[src/rtl/hazard_pkg.sv]
// rtl/hazard_pkg.sv - shared forward-select codes and busy-state type for the hazard controller
package hazard_pkg;

   localparam logic [1:0] FWD_REGFILE   = 2'b00;
   localparam logic [1:0] FWD_WRITEBACK = 2'b01;
   localparam logic [1:0] FWD_MEMORY    = 2'b10;

   typedef enum logic {
      IDLE = 1'b0,
      BUSY = 1'b1
   } busy_state_t;

endpackage

[src/rtl/hi_lo_busy_counter.sv]
// rtl/hi_lo_busy_counter.sv - occupancy tracker for the multi-cycle HI/LO multiply/divide unit
module hi_lo_busy_counter
   import hazard_pkg::*;
#(
   parameter int MULT_LATENCY = 4,
   parameter int DIV_LATENCY  = 32
) (
   input  logic clk,
   input  logic reset,
   input  logic start,
   input  logic divide,
   output logic busy
);

   localparam int CW = $clog2(DIV_LATENCY + 1);
   localparam logic [CW-1:0] MULT_RELOAD = CW'(MULT_LATENCY - 1);
   localparam logic [CW-1:0] DIV_RELOAD  = CW'(DIV_LATENCY - 1);

   busy_state_t   state_q;
   logic [CW-1:0] count_q;

   // A start always reloads, even on the edge where count reaches 0, so
   // back-to-back operations keep the busy window unbroken.
   always_ff @(posedge clk or posedge reset) begin
      if (reset) begin
         state_q <= IDLE;
         count_q <= '0;
      end else if (start) begin
         state_q <= BUSY;
         count_q <= divide ? DIV_RELOAD : MULT_RELOAD;
      end else if (state_q == BUSY) begin
         if (count_q == '0) begin
            state_q <= IDLE;
         end else begin
            count_q <= count_q - 1'b1;
         end
      end
   end

   assign busy = (state_q == BUSY);

endmodule

[src/rtl/hazard_controller.sv]
// rtl/hazard_controller.sv - pipeline stall, bubble and forwarding control with HI/LO busy sequencing
module hazard_controller
   import hazard_pkg::*;
#(
   parameter int MULT_LATENCY = 4,
   parameter int DIV_LATENCY  = 32
) (
   input  logic       clk,
   input  logic       reset,
   input  logic [4:0] Rs_decode,
   input  logic [4:0] Rt_decode,
   input  logic [4:0] Rs_execute,
   input  logic [4:0] Rt_execute,
   input  logic [4:0] write_register_execute,
   input  logic [4:0] write_register_memory,
   input  logic [4:0] write_register_writeback,
   input  logic       register_write_execute,
   input  logic       register_write_memory,
   input  logic       register_write_writeback,
   input  logic       memory_to_register_execute,
   input  logic       memory_to_register_memory,
   input  logic       branch_decode,
   input  logic       hi_lo_access_decode,
   input  logic       mult_div_start_execute,
   input  logic       divide_execute,
   output logic       stall_fetch,
   output logic       stall_decode,
   output logic       flush_execute,
   output logic       forward_A_decode,
   output logic       forward_B_decode,
   output logic [1:0] forward_A_execute,
   output logic [1:0] forward_B_execute,
   output logic       hi_lo_busy
);

   logic mem_writes, wb_writes, ex_writes;
   logic ex_hits_decode, mem_hits_decode;
   logic load_stall, branch_stall, hi_lo_stall;

   assign mem_writes = register_write_memory    && (write_register_memory    != 5'd0);
   assign wb_writes  = register_write_writeback && (write_register_writeback != 5'd0);
   assign ex_writes  = register_write_execute   && (write_register_execute   != 5'd0);

   always_comb begin
      forward_A_execute = FWD_REGFILE;
      if (mem_writes && (write_register_memory == Rs_execute)) begin
         forward_A_execute = FWD_MEMORY;
      end else if (wb_writes && (write_register_writeback == Rs_execute)) begin
         forward_A_execute = FWD_WRITEBACK;
      end
   end

   always_comb begin
      forward_B_execute = FWD_REGFILE;
      if (mem_writes && (write_register_memory == Rt_execute)) begin
         forward_B_execute = FWD_MEMORY;
      end else if (wb_writes && (write_register_writeback == Rt_execute)) begin
         forward_B_execute = FWD_WRITEBACK;
      end
   end

   // A load in memory has no ALU result yet; the branch stall holds decode instead.
   assign forward_A_decode = mem_writes && !memory_to_register_memory
                             && (write_register_memory == Rs_decode);
   assign forward_B_decode = mem_writes && !memory_to_register_memory
                             && (write_register_memory == Rt_decode);

   assign ex_hits_decode  = (write_register_execute == Rs_decode)
                            || (write_register_execute == Rt_decode);
   assign mem_hits_decode = (write_register_memory == Rs_decode)
                            || (write_register_memory == Rt_decode);

   assign load_stall   = memory_to_register_execute && ex_writes && ex_hits_decode;
   assign branch_stall = branch_decode
                         && ((ex_writes && ex_hits_decode)
                             || (memory_to_register_memory && (write_register_memory != 5'd0)
                                 && mem_hits_decode));
   assign hi_lo_stall  = hi_lo_access_decode && hi_lo_busy;

   assign stall_fetch   = load_stall || branch_stall || hi_lo_stall;
   assign stall_decode  = stall_fetch;
   assign flush_execute = stall_fetch;

   hi_lo_busy_counter #(
      .MULT_LATENCY(MULT_LATENCY),
      .DIV_LATENCY (DIV_LATENCY)
   ) u_busy (
      .clk   (clk),
      .reset (reset),
      .start (mult_div_start_execute),
      .divide(divide_execute),
      .busy  (hi_lo_busy)
   );

endmodule

[config.mk]
export PLATFORM = sky130hd
export DESIGN_NAME = hazard_controller
export DESIGN_NICKNAME = d
export VERILOG_FILES = /design/src/rtl/hazard_pkg.sv /design/src/rtl/hi_lo_busy_counter.sv /design/src/rtl/hazard_controller.sv
export SDC_FILE = /design/constraint.sdc
export NUM_CORES = 1
export LEC_CHECK = 0
export CAP_MARGIN = 20
export CORE_MARGIN = 4
export CORE_UTILIZATION = 40
export CTS_CLUSTER_DIAMETER = 30
export DETAILED_ROUTE_END_ITERATION = 8
export PLACE_DENSITY_LB_ADDON = 0.3
export SLEW_MARGIN = 30
export SYNTH_ARGS = -nofsm -noshare
export SYNTH_HDL_FRONTEND = slang
export SYNTH_SLANG_ARGS = --single-unit
[constraint.sdc]
create_clock -name clk -period 3 [get_ports clk]
set_clock_uncertainty 0.2 [all_clocks]
set_input_delay 0.6 -clock clk [delete_from_list [all_inputs] [get_ports clk]]
set_output_delay 0.6 -clock clk [all_outputs]
set_load 0.01 [all_outputs]
Yosys cells after proc, flatten, opt, wreduce, memory -nomap -nowiden
Cells that the tools add are included.
{ "totals": {"register_bits": 7, "input_bits": 46, "elab_cells": 52} }
{ "classes": {"reduce_logical": 29, "mux": 11, "eq_ne": 9, "addsub": 1} }
{ "ops": {"columns": ["cell", "n"], "rows": [
  ["== test 5 bit", 8],
  ["two-way mux 6 bit", 3],
  ["logical AND 1 bit", 17],
  ["nonzero test 5 bit", 3],
  ["zero test 6 bit", 1],
  ["subtractor 6 x 1 -> 6 bit, second input constant", 1],
  ["logical OR 1 bit", 5],
  ["two-way mux 1 bit", 5],
  ["two-way mux 5 bit", 1],
  ["two-way mux 2 bit", 2],
  ["inequality test 2 bit, second input constant", 1],
  ["AND reduction 2 bit", 1],
  ["nonzero test 2 bit", 1],
  ["zero test 1 bit", 1]
]} }

Depth between registers and ports, before layout
Gate-level depths: netlist of run 1.
{ "depth": {"word_depth": 7, "mapped_depth": 7} }

Hierarchy
A second synthesis of run 1 with hierarchy kept.
{ "unflattened": {"cells_unflattened": 121, "hier_area_um2": 987.2} }
{ "modules_own_cells": {"columns": ["module", "instances", "area_each_um2", "cells_each", "seq_area_each_um2"], "rows": [
  ["hazard_controller", 1, 559.3, 77, 0.0],
  ["hi_lo_busy_counter", 1, 427.9, 44, 175.2]
]} }

Worst setup path after synthesis of run 1
Ideal clock, no wire load.
{ "synth_path": {"path_type": "input to output", "start": "in write_register_execute[1]", "end": "out stall_decode", "t_arrival_ns": 1.806, "cell_stages": 5, "slack_ns": 0.394, "t_required_ns": 2.200, "path_cell_list": "or4_1 > o221ai_1 > a21oi_1 > a211o_1 > buf_4"} }
{ "synth_between": {"elab_chain_len": 7} }
{ "synth_lines": {"columns": ["item", "line_no", "rtl"], "rows": [
  ["from (decl)", "hazard_controller.sv:14", "input logic [4:0] write_register_execute,"],
  ["== test 5 bit (tied with other cells)", "hazard_controller.sv:68", "assign ex_hits_decode = (write_register_execute == Rs_decode)"],
  ["logical OR 1 bit or logical AND 1 bit (tied branches)", "hazard_controller.sv:69, hazard_controller.sv:42", null],
  ["logical AND 1 bit", "hazard_controller.sv:75", "&& ((ex_writes && ex_hits_decode)"],
  ["logical OR 1 bit", "hazard_controller.sv:76", "|| (memory_to_register_memory && (write_register_memory != 5'd0)"],
  ["logical AND 1 bit", "hazard_controller.sv:75", null],
  ["logical OR 1 bit (*) (2 in series)", "hazard_controller.sv:80", "assign stall_fetch = load_stall || branch_stall || hi_lo_stall;"],
  ["to (decl)", "hazard_controller.sv:27", "output logic stall_decode,"]
]} }
Mark *: on every way between the ends. The rest lies on a longest branch, timed or not.

Final worst setup path of run 1
{ "layout_path": {"start": "in write_register_memory[3]", "end": "out forward_B_execute[1]"} }
{ "layout_between": {"elab_chain_len": 4} }
{ "layout_lines": {"columns": ["item", "line_no", "rtl"], "rows": [
  ["from (decl)", "hazard_controller.sv:15", "input logic [4:0] write_register_memory,"],
  ["nonzero test 5 bit", "hazard_controller.sv:40", "assign mem_writes = register_write_memory && (write_register_memory != 5'd0);"],
  ["logical AND 1 bit", "hazard_controller.sv:40", null],
  ["logical AND 1 bit (*)", "hazard_controller.sv:55", "if (mem_writes && (write_register_memory == Rt_execute)) begin"],
  ["two-way mux 2 bit (*)", "hazard_controller.sv:55", null],
  ["to (decl)", "hazard_controller.sv:32", "output logic [1:0] forward_B_execute,"]
]} }
Marked as above.

==> results.toml, run 1 <==
[route]
via_per_inst = 4.98
post_drt_wl_per_cell_um = 16.3
drt_iter0_drc = 25
drtAntennaViolNets = 0
wirelength_um = 3570
first_pass_iters = 4
drc_errors = 0
vias = 1090

[clock_network]
clockBufferDepth = 2
numCtsBuffers = 3
htree_num_levels = 1
cts_tree = "yes"
post-cts-setup-buffers = 0
clock_latency_ps = 250
cts-root-buf = "clkbuf_4"
cts_num_sinks = 7
clkSlewWorstSetupHoldPaths_ps = 50

[timing]
setup_viol = 0
finalMaxSlewViolations = 0
hold_viol_final = 0
min_period_ps = 2970
grt_setup_unrepaired = "false"
finalCritPeriodShare_pct = 99.1
slew_headroom_pct = 76.6
max_freq_mhz = 336
worst_pin_slew_ps = 346

[synth]
ys_types = 22
yosysSeqAreaShare_pct = 19.1
syn_avg_cell_area_um2 = 8.18
syn_nets = 160
netlist_area_um2 = 916
syn_inst = 112
ys_ff_latch = 7
synth_warnings = 0

[power_and_ir_drop]
peakVddDrop_mv = 0.220
clockPowerShare_pct = 21.3
switching_share_pct = 32.0
p_seq_share_pct = 27.6
leakagePower_nw = 0.802
switching_power_mw = 0.127
p_comb_share_pct = 51.0
power.density_nw_per_um2 = 230
p_total_mw = 0.397
intPower_mw = 0.270

[setup_path]
crit_fanout = 3
arrival_ps = 2170
crit_type = "primary input to output port"
worstPathRequired_ps = 2200
start_kind = "primary input"
cp-end-kind = "output port"

[status]
status = "finished, final reports clean"

[global_route]
grt_max_degree = 9
grt_pass1_vias = 1169
grt_pass1_wl_um = 5540
grt_overflow_total = 0
grt_usage_pct = 22.9
antenna_found_initial = 0

[final_layout]
area_growth_pct = 88.7
fillers = 160
layout.nets = 240
diodes = 0
layout_commonest_cell = "clkdlybuf4s50_1"
drive_gt1_share_pct = 23.6
postLayoutCellArea_um2 = 1730
final_cell_mix = "clkdlybuf4s50_1 (33), buf_4 (27), xor2_1 (26), xnor2_1 (19), dlymetal6s2s_1 (9)"

[die]
dieHeight_um = 55.9
die-width_um = 55.9
core_area_um2 = 2190
start_util_pct = 41.8
ios = 56
row_count = 17
fp.dieArea_um2 = 3120

[place]
gp_congestion = 0.964
hpwl_um = 2890
dpl_cell_area_um2 = 1670
port_buffers = 55

[job]
max_cap_violations = 0

[hold_path]
hold_class = "flip-flop to flip-flop"
path summary, 6_finish.rpt:
check | startpoint | cells past startpoint | end | slack, ps
worst max register to register | u_busy.count_q[0]$_DFFE_PP0P_ | 7 | u_busy.count_q[4]$_DFFE_PP0P_ | 980
worst max-delay path | write_register_memory[3] | 6 | forward_B_execute[1] | 30
max in group asynchronous | reset | 2 | u_busy.count_q[4]$_DFFE_PP0P_ | 2020
worst min-delay path | u_busy.count_q[1]$_DFFE_PP0P_ | 2 | u_busy.count_q[1]$_DFFE_PP0P_ | 350
worst min register to register | u_busy.count_q[1]$_DFFE_PP0P_ | 2 | u_busy.count_q[1]$_DFFE_PP0P_ | 350
min in group asynchronous | reset | 2 | u_busy.count_q[3]$_DFFE_PP0P_ | 370
Yosys cell counts (all sizes together):
master / count / share of area [%]
a211o: 1 / 0.96
a21oi: 5 / 2.7
buf: 2 / 1.6
clkbuf: 5 / 2.0
dfrtp: 7 / 19
ha: 2 / 2.7
inv: 5 / 2.0
nand2: 5 / 2.0
nand3: 7 / 3.8
nor2: 5 / 2.0
nor3: 7 / 3.8
nor4: 5 / 3.4
nor4b: 1 / 0.96
o211ai: 1 / 0.82
o21ai: 2 / 2.3
o221ai: 1 / 0.96
or3: 1 / 0.68
or4: 4 / 3.3
or4b: 1 / 1.5
xnor2: 19 / 18
xor2: 26 / 25
cell type report:
class / instances / area, µm² / share of cell area (%)
tap: 28 / 35.0 / 2.03
inverter: 5 / 18.8 / 1.09
sequential: 7 / 175 / 10.1
timing repair buffer: 82 / 737 / 42.7
multi-input combinational: 93 / 736 / 42.6
clock buffer: 4 / 26.3 / 1.52
through the flow:
step	hold WS [ps]	setup WS, ps	util, %	setup TNS [ps]	instances
after floorplan	203	394	-	0	112
after global placement	309	-384	76.2	-2870	215
after detailed placement	341	-477	76.2	-3480	215
after CTS	353	11.2	77.2	0	219
after global routing	382	4.56	78.9	0	219
final	353	27.3	78.9	0	219
repair_timing:
item,4_1_cts,5_1_grt
pin swaps,2,5
hold buffers,0,0
setup endpoints to repair,9,7
gates resized for setup,35,15
worst max-delay path: stages:
cell and delay, ps:
clkdlybuf4s50_1 530, buf_4 160, xnor2_1 110, nand3_1 90, nor4_2 360, dlygate4sd2_1 320
state kept, by name, indices dropped and copies added (netlist names):
signal / cells
u_busy.count_q: 6
u_busy.busy: 1
metal layers:
| metal | vias to the layer above | track usage [%] | wire length, µm |
|---|---|---|---|
| met4 | 0 | 9.49 | 88 |
| met2 | 47 | 38.7 | 1770 |
| met5 | - | 0 | 0 |
| li1 | 543 | - | - |
| met3 | 9 | 4.41 | 223 |
| met1 | 491 | 28.3 | 1490 |
kinds of logic (layout without fill, tap and decap cells):
kind of cell	count (synthesis)	count (layout)	share of synthesized area, %
XOR/XNOR	45	45	43.0
AND/OR/NAND/NOR	36	36	21.6
buffers and inverters	12	91	5.74
AO/OA/AOI/OAI	10	10	7.79
flip-flops	7	7	19.1
adder cells (fa/ha/maj)	2	2	2.73
power groups by stage:
stage               Combinational [mW]  Clock, mW  Sequential (mW)
detailed placement               0.199          0            0.111
CTS                              0.199     0.0877            0.109
global placement                 0.192          0            0.110
finish                           0.203     0.0846            0.110
global route                     0.220     0.0948            0.111
floorplan                       0.0802          0            0.109
No activity file was read; power rests on OpenSTA's default activity.
==> run 2: changes to the inputs <==
Settings changed: CELL_PAD_IN_SITES_DETAIL_PLACEMENT set to 0, CELL_PAD_IN_SITES_GLOBAL_PLACEMENT set to 1, CORE_UTILIZATION 40 to 27.
==> run 2 against run 1 <==
First-iteration DRC count up 96%. Sequential share of layout area shrank 0.12 points. Critical path type unchanged. Non-clock buffer count rose by 4.
==> results.toml, run 2 (synthesized netlist as in run 1, its figures left out) <==
[status]
status = "finished, final reports clean"

[route]
wl_met2_um = 1420
wirelength_um = 3050
wl_met1_um = 1350
first_pass_iters = 4
via_per_inst = 4.46
route.met3.wl_um = 263
drtAntennaViolNets = 0
drc_errors = 0
drt_iter0_drc = 49
top_layer = "met4"
post_drt_wl_per_cell_um = 12.8
vias = 1065

[die]
fp.dieArea_um2 = 4390
dieHeight_um = 66.2
core_area_um2 = 3150
start_util_pct = 29.0
die-width_um = 66.2
ios = 56
row_count = 20

[power_and_ir_drop]
leakagePower_nw = 0.802
power.density_nw_per_um2 = 220
p_total_mw = 0.384
peakVddDrop_mv = 0.202

[final_layout]
fillers = 308
layout.nets = 244
largest_reg_flops = 6
layout_commonest_cell = "clkdlybuf4s50_1"
final_cell_mix = "clkdlybuf4s50_1 (32), buf_4 (30), xor2_1 (26), xnor2_1 (19), dlygate4sd2_1 (9)"
area_growth_pct = 91.0
top_register = "u_busy.count_q"
postLayoutCellArea_um2 = 1750
drive_gt1_share_pct = 23.6
diodes = 0

[setup_path]
crit_fanout = 2
start_kind = "primary input"
cp_slowest_cell = "or4_1"
arrival_ps = 2130
worstPathRequired_ps = 2200
cp-end-kind = "output port"
path_buf_inv = 2
max_stage_delay_ps = 530
critical-path-top-delay-family = "simple AND/OR/NAND/NOR gates"
crit_type = "primary input to output port"
crit_path_frequent_cell = "or4_1"
path_cells = "clkdlybuf4s50_1 > or4_1 > o21ai_0 > or4_1 > nor4_1 > buf_2"

[clock_network]
cts_tree = "yes"
numCtsBuffers = 3
clkSlewWorstSetupHoldPaths_ps = 50
clock_latency_ps = 240
htree_num_levels = 1
cts_num_sinks = 7
clockBufferDepth = 2
post-cts-setup-buffers = 0
cts-root-buf = "clkbuf_4"

[timing]
worst_pin_slew_ps = 386
slew_headroom_pct = 73.9
max_freq_mhz = 341
hold_viol_final = 0
fin_ws_ps = 66.9
finalCritPeriodShare_pct = 97.8
min_period_ps = 2930
finalMaxSlewViolations = 0
setup_viol = 0

[job]
max_cap_violations = 0

[place]
port_buffers = 55
hpwl_um = 2640
dp_slack_ps = -440
dpl_cell_area_um2 = 1720
gp_congestion = 0.793

[global_route]
antenna_found_initial = 0
grt_pass1_wl_um = 4820
grt_usage_pct = 13.8
grt_max_degree = 9
grt_pass1_vias = 1062
grt_overflow_total = 0

[hold_path]
hold_class = "flip-flop to flip-flop"
run 2: cell types whose count changed in the layout (fill, tap and decap cells not counted), sizes merged:
cell           before  now
buf                32   36
clkdlybuf4s15       0    1
clkdlybuf4s50      33   32
dlygate4sd2         7    9
dlymetal6s2s        9    7
run 2: repair_timing:
action / CTS / global route
endpoints found under the setup margin: 9 / 9
pin swaps: 4 / 4
hold buffers: 0 / 0
resized for setup: 33 / 15
run 2: area by class of cell:
cell class	instances	area, µm²	share of cell area, %
tap	44	55.1	3.15
clock buffer	4	26.3	1.50
multi-input combinational	93	711	40.6
inverter	5	18.8	1.07
sequential	7	175	10.0
timing repair buffer	86	763	43.6
run 2: tightest hold or removal path: stages, from the launching register on:
cell and delay (ps):
dfrtp_1 350, nand2_1 50, o211ai_1 80
run 2: per-stage QoR:
step | util [%] | hold slack (ps) | setup TNS [ps] | cells
floorplan | - | 203 | 0 | 112
global placement | 54.6 | 309 | -3170 | 235
detailed placement | 54.6 | 314 | -3420 | 235
CTS | 54.2 | 325 | 0 | 239
global route | 55.5 | 357 | -2.08 | 239
finish | 55.5 | 321 | 0 | 239
run 2: final timing paths:
path / from / to / slack (ps) / depth (start not counted)
worst min register to register: u_busy.count_q[1]$_DFFE_PP0P_ / u_busy.count_q[1]$_DFFE_PP0P_ / 320 / 2
worst max-delay path: write_register_writeback[3] / forward_B_execute[0] / 70 / 6
worst min-delay path: u_busy.count_q[1]$_DFFE_PP0P_ / u_busy.count_q[1]$_DFFE_PP0P_ / 320 / 2
worst max register to register: u_busy.count_q[0]$_DFFE_PP0P_ / u_busy.count_q[4]$_DFFE_PP0P_ / 960 / 7
min in group asynchronous: reset / u_busy.count_q[3]$_DFFE_PP0P_ / 380 / 2
max in group asynchronous: reset / u_busy.busy$_DFF_PP0_ / 2020 / 2
run 2: per-layer routing:
| layer | GRT usage (%) | vias up |
|---|---|---|
| met5 | 0 | - |
| met4 | 3.05 | 0 |
| met3 | 2.38 | 2 |
| met2 | 23.5 | 37 |
| met1 | 18.0 | 480 |
| li1 | - | 546 |
run 2: power by group:
part	switching (mW)	internal (mW)
combinational	0.0771	0.117
sequential	0.00669	0.102
clock	0.0304	0.0505
==> run 3: changes to the inputs <==
Settings changed: CORE_UTILIZATION 27 to 28, SYNTH_HIERARCHICAL set to 1.
==> run 3 against run 2 <==
Combinational power grew 62%. Largest cell class is now multi-input gates. Total power grew 42%. Synthesized cell count grew 8.0%. Flip-flop and latch count is the same. Sequential power grew 38%. Count of clock-buffer cells in the layout is the same. Highest routed layer unchanged.
==> results.toml, run 3 <==
[die]
die-width_um = 67.4
ios = 56
fp.dieArea_um2 = 4540
start_util_pct = 29.4
core_area_um2 = 3360
row_count = 21
dieHeight_um = 67.4

[global_route]
met1_usage_pct = 21.0
grt_use_met2_pct = 27.2
grt_usage_pct = 15.7
antenna_found_initial = 0
grt_pass1_wl_um = 5710
grt_util_met3_pct = 2.16
busiest_layer = "met2"
grt_overflow_total = 0
grt_max_degree = 12
grt_pass1_vias = 1249

[setup_path]
cp-end-kind = "output port"
crit_type = "primary input to output port"
crit_fanout = 3
arrival_ps = 2180
worstPathRequired_ps = 2200
start_kind = "primary input"

[route]
drtAntennaViolNets = 0
wirelength_um = 3610
via_per_inst = 4.83
drt_iter0_drc = 70
vias = 1213
drc_errors = 0
post_drt_wl_per_cell_um = 14.4
first_pass_iters = 4

[place]
port_buffers = 55
gp_congestion = 0.867
dpl_cell_area_um2 = 1800
hpwl_um = 2890

[clock_network]
numCtsBuffers = 3
htree_num_levels = 1
clkSlewWorstSetupHoldPaths_ps = 50
clock_latency_ps = 250
cts_tree = "yes"
cts_num_sinks = 7
clockBufferDepth = 2
cts-root-buf = "clkbuf_4"

[synth]
synth_top_area_share_pct = 23.1
ys_ff_latch = 7
ys_types = 32
synth_warnings = 6
netlist_area_um2 = 987
synth_area_leaders = "xor2_1 (23%), dfrtp_1 (18%), xnor2_1 (12%)"
synth_most_common_cell = "xor2_1"
synth_edf_count = 0
syn_nets = 169
yosysSeqAreaShare_pct = 17.7
synth_area_leader_cell = "xor2_1"
synth_top_flop_cell = "dfrtp_1"
syn_avg_cell_area_um2 = 8.16
synth.top_cells.by_count = "xor2_1 (26), xnor2_1 (14), nor3_1 (10), dfrtp_1 (7), nand3_1 (7)"
syn_inst = 121
async_flop_share_pct = 100

[final_layout]
ff_latch_area_um2 = 175
final_cell_mix = "buf_4 (34), clkdlybuf4s50_1 (33), xor2_1 (25), xnor2_1 (14), dlymetal6s2s_1 (10)"
largest_reg_flops = 6
drive_gt1_share_pct = 29.3
diodes = 0
top_register = "u_busy/count_q"
postLayoutCellArea_um2 = 1890
layout_commonest_cell = "buf_4"
layout.nets = 254
multiInputGateArea_um2 = 821
postLayoutCoreUtil_pct = 56.3
area_growth_pct = 91.6
fillers = 324

[timing]
finalCritPeriodShare_pct = 99.5
slew_headroom_pct = 52.0
max_freq_mhz = 335
worst_pin_slew_ps = 718
finalMaxSlewViolations = 0
hold_viol_final = 0
setup_viol = 0
min_period_ps = 2980

[hold_path]
hold_class = "flip-flop to flip-flop"

[job]
max_cap_violations = 0

[power_and_ir_drop]
peakVddDrop_mv = 0.370
leakagePower_nw = 0.867
power.density_nw_per_um2 = 289

[status]
status = "finished, final reports clean"
run 3: final timing paths:
kind                                          startpoint  cells after the start                            end  slack (ps)
max reg2reg                u_busy/count_q[0]$_DFFE_PP0P_                      5  u_busy/count_q[4]$_DFFE_PP0P_         960
min                        u_busy/count_q[3]$_DFFE_PP0P_                      1  u_busy/count_q[3]$_DFFE_PP0P_         310
max                             write_register_memory[1]                      8               forward_B_decode          20
min reg2reg                u_busy/count_q[3]$_DFFE_PP0P_                      1  u_busy/count_q[3]$_DFFE_PP0P_         310
max in group asynchronous                          reset                      2  u_busy/count_q[0]$_DFFE_PP0P_        1970
min in group asynchronous                          reset                      2  u_busy/count_q[2]$_DFFE_PP0P_         410
run 3: area by class of cell:
type	instances	area share [%]
Multi-Input combinational cell	100	43.4
Timing Repair Buffer	89	41.9
Sequential cell	7	9.26
Tap cell	46	3.04
Clock buffer	4	1.39
Inverter	5	0.992
run 3: critical path, stage by stage:
cell and delay [ps]:
clkdlybuf4s50_1 460, buf_4 160, xor2_1 160, nor3_2 190
nand3_1 150, buf_4 160, nor3_1 150, buf_2 170
run 3: what timing repair did:
action / CTS / global route
pin swaps: 2 / 10
resized for setup: 39 / 26
hold buffers: 0 / 0
endpoints found under the setup margin: 9 / 9
setup buffers: 0 / 0
run 3: metal layers:
metal	wire length (µm)	share of wire (%)
met4	38	1.1
met2	1750	48
met3	230	6.4
met1	1590	44
met5	0	0
run 3: kinds of logic (layout without fill, tap and decap cells):
logic type | count (synthesis) | count (layout) | synth area share, %
flops | 7 | 7 | 17.7
buf+inv | 14 | 98 | 6.72
simple gates | 41 | 41 | 25.1
compound gates | 17 | 17 | 12.4
xor+xnor | 40 | 40 | 35.5
fa+ha+maj | 2 | 2 | 2.53
run 3: power by group:
part / switching [mW] / leakage [nW] / internal, mW
combinational: 0.139 / 0.771 / 0.176
clock: 0.0324 / 0.0150 / 0.0506
sequential: 0.0301 / 0.0812 / 0.119
run 3: per-stage QoR:
| stage | power (mW) | worst slack [ps] | hold WS [ps] | setup TNS [ps] | instances |
|---|---|---|---|---|---|
| 4_1_cts | 0.540 | 2.38 | 307 | 0 | 251 |
| 3_5_place_dp | 0.457 | -509 | 301 | -3350 | 247 |
| 5_1_grt | 0.596 | -24.7 | 352 | -70.3 | 251 |
| 6_report | 0.547 | 15.3 | 307 | 0 | 251 |
| 2_1_floorplan | 0.307 | 394 | 203 | 0 | 121 |
| 3_3_place_gp | 0.446 | -396 | 279 | -3060 | 247 |
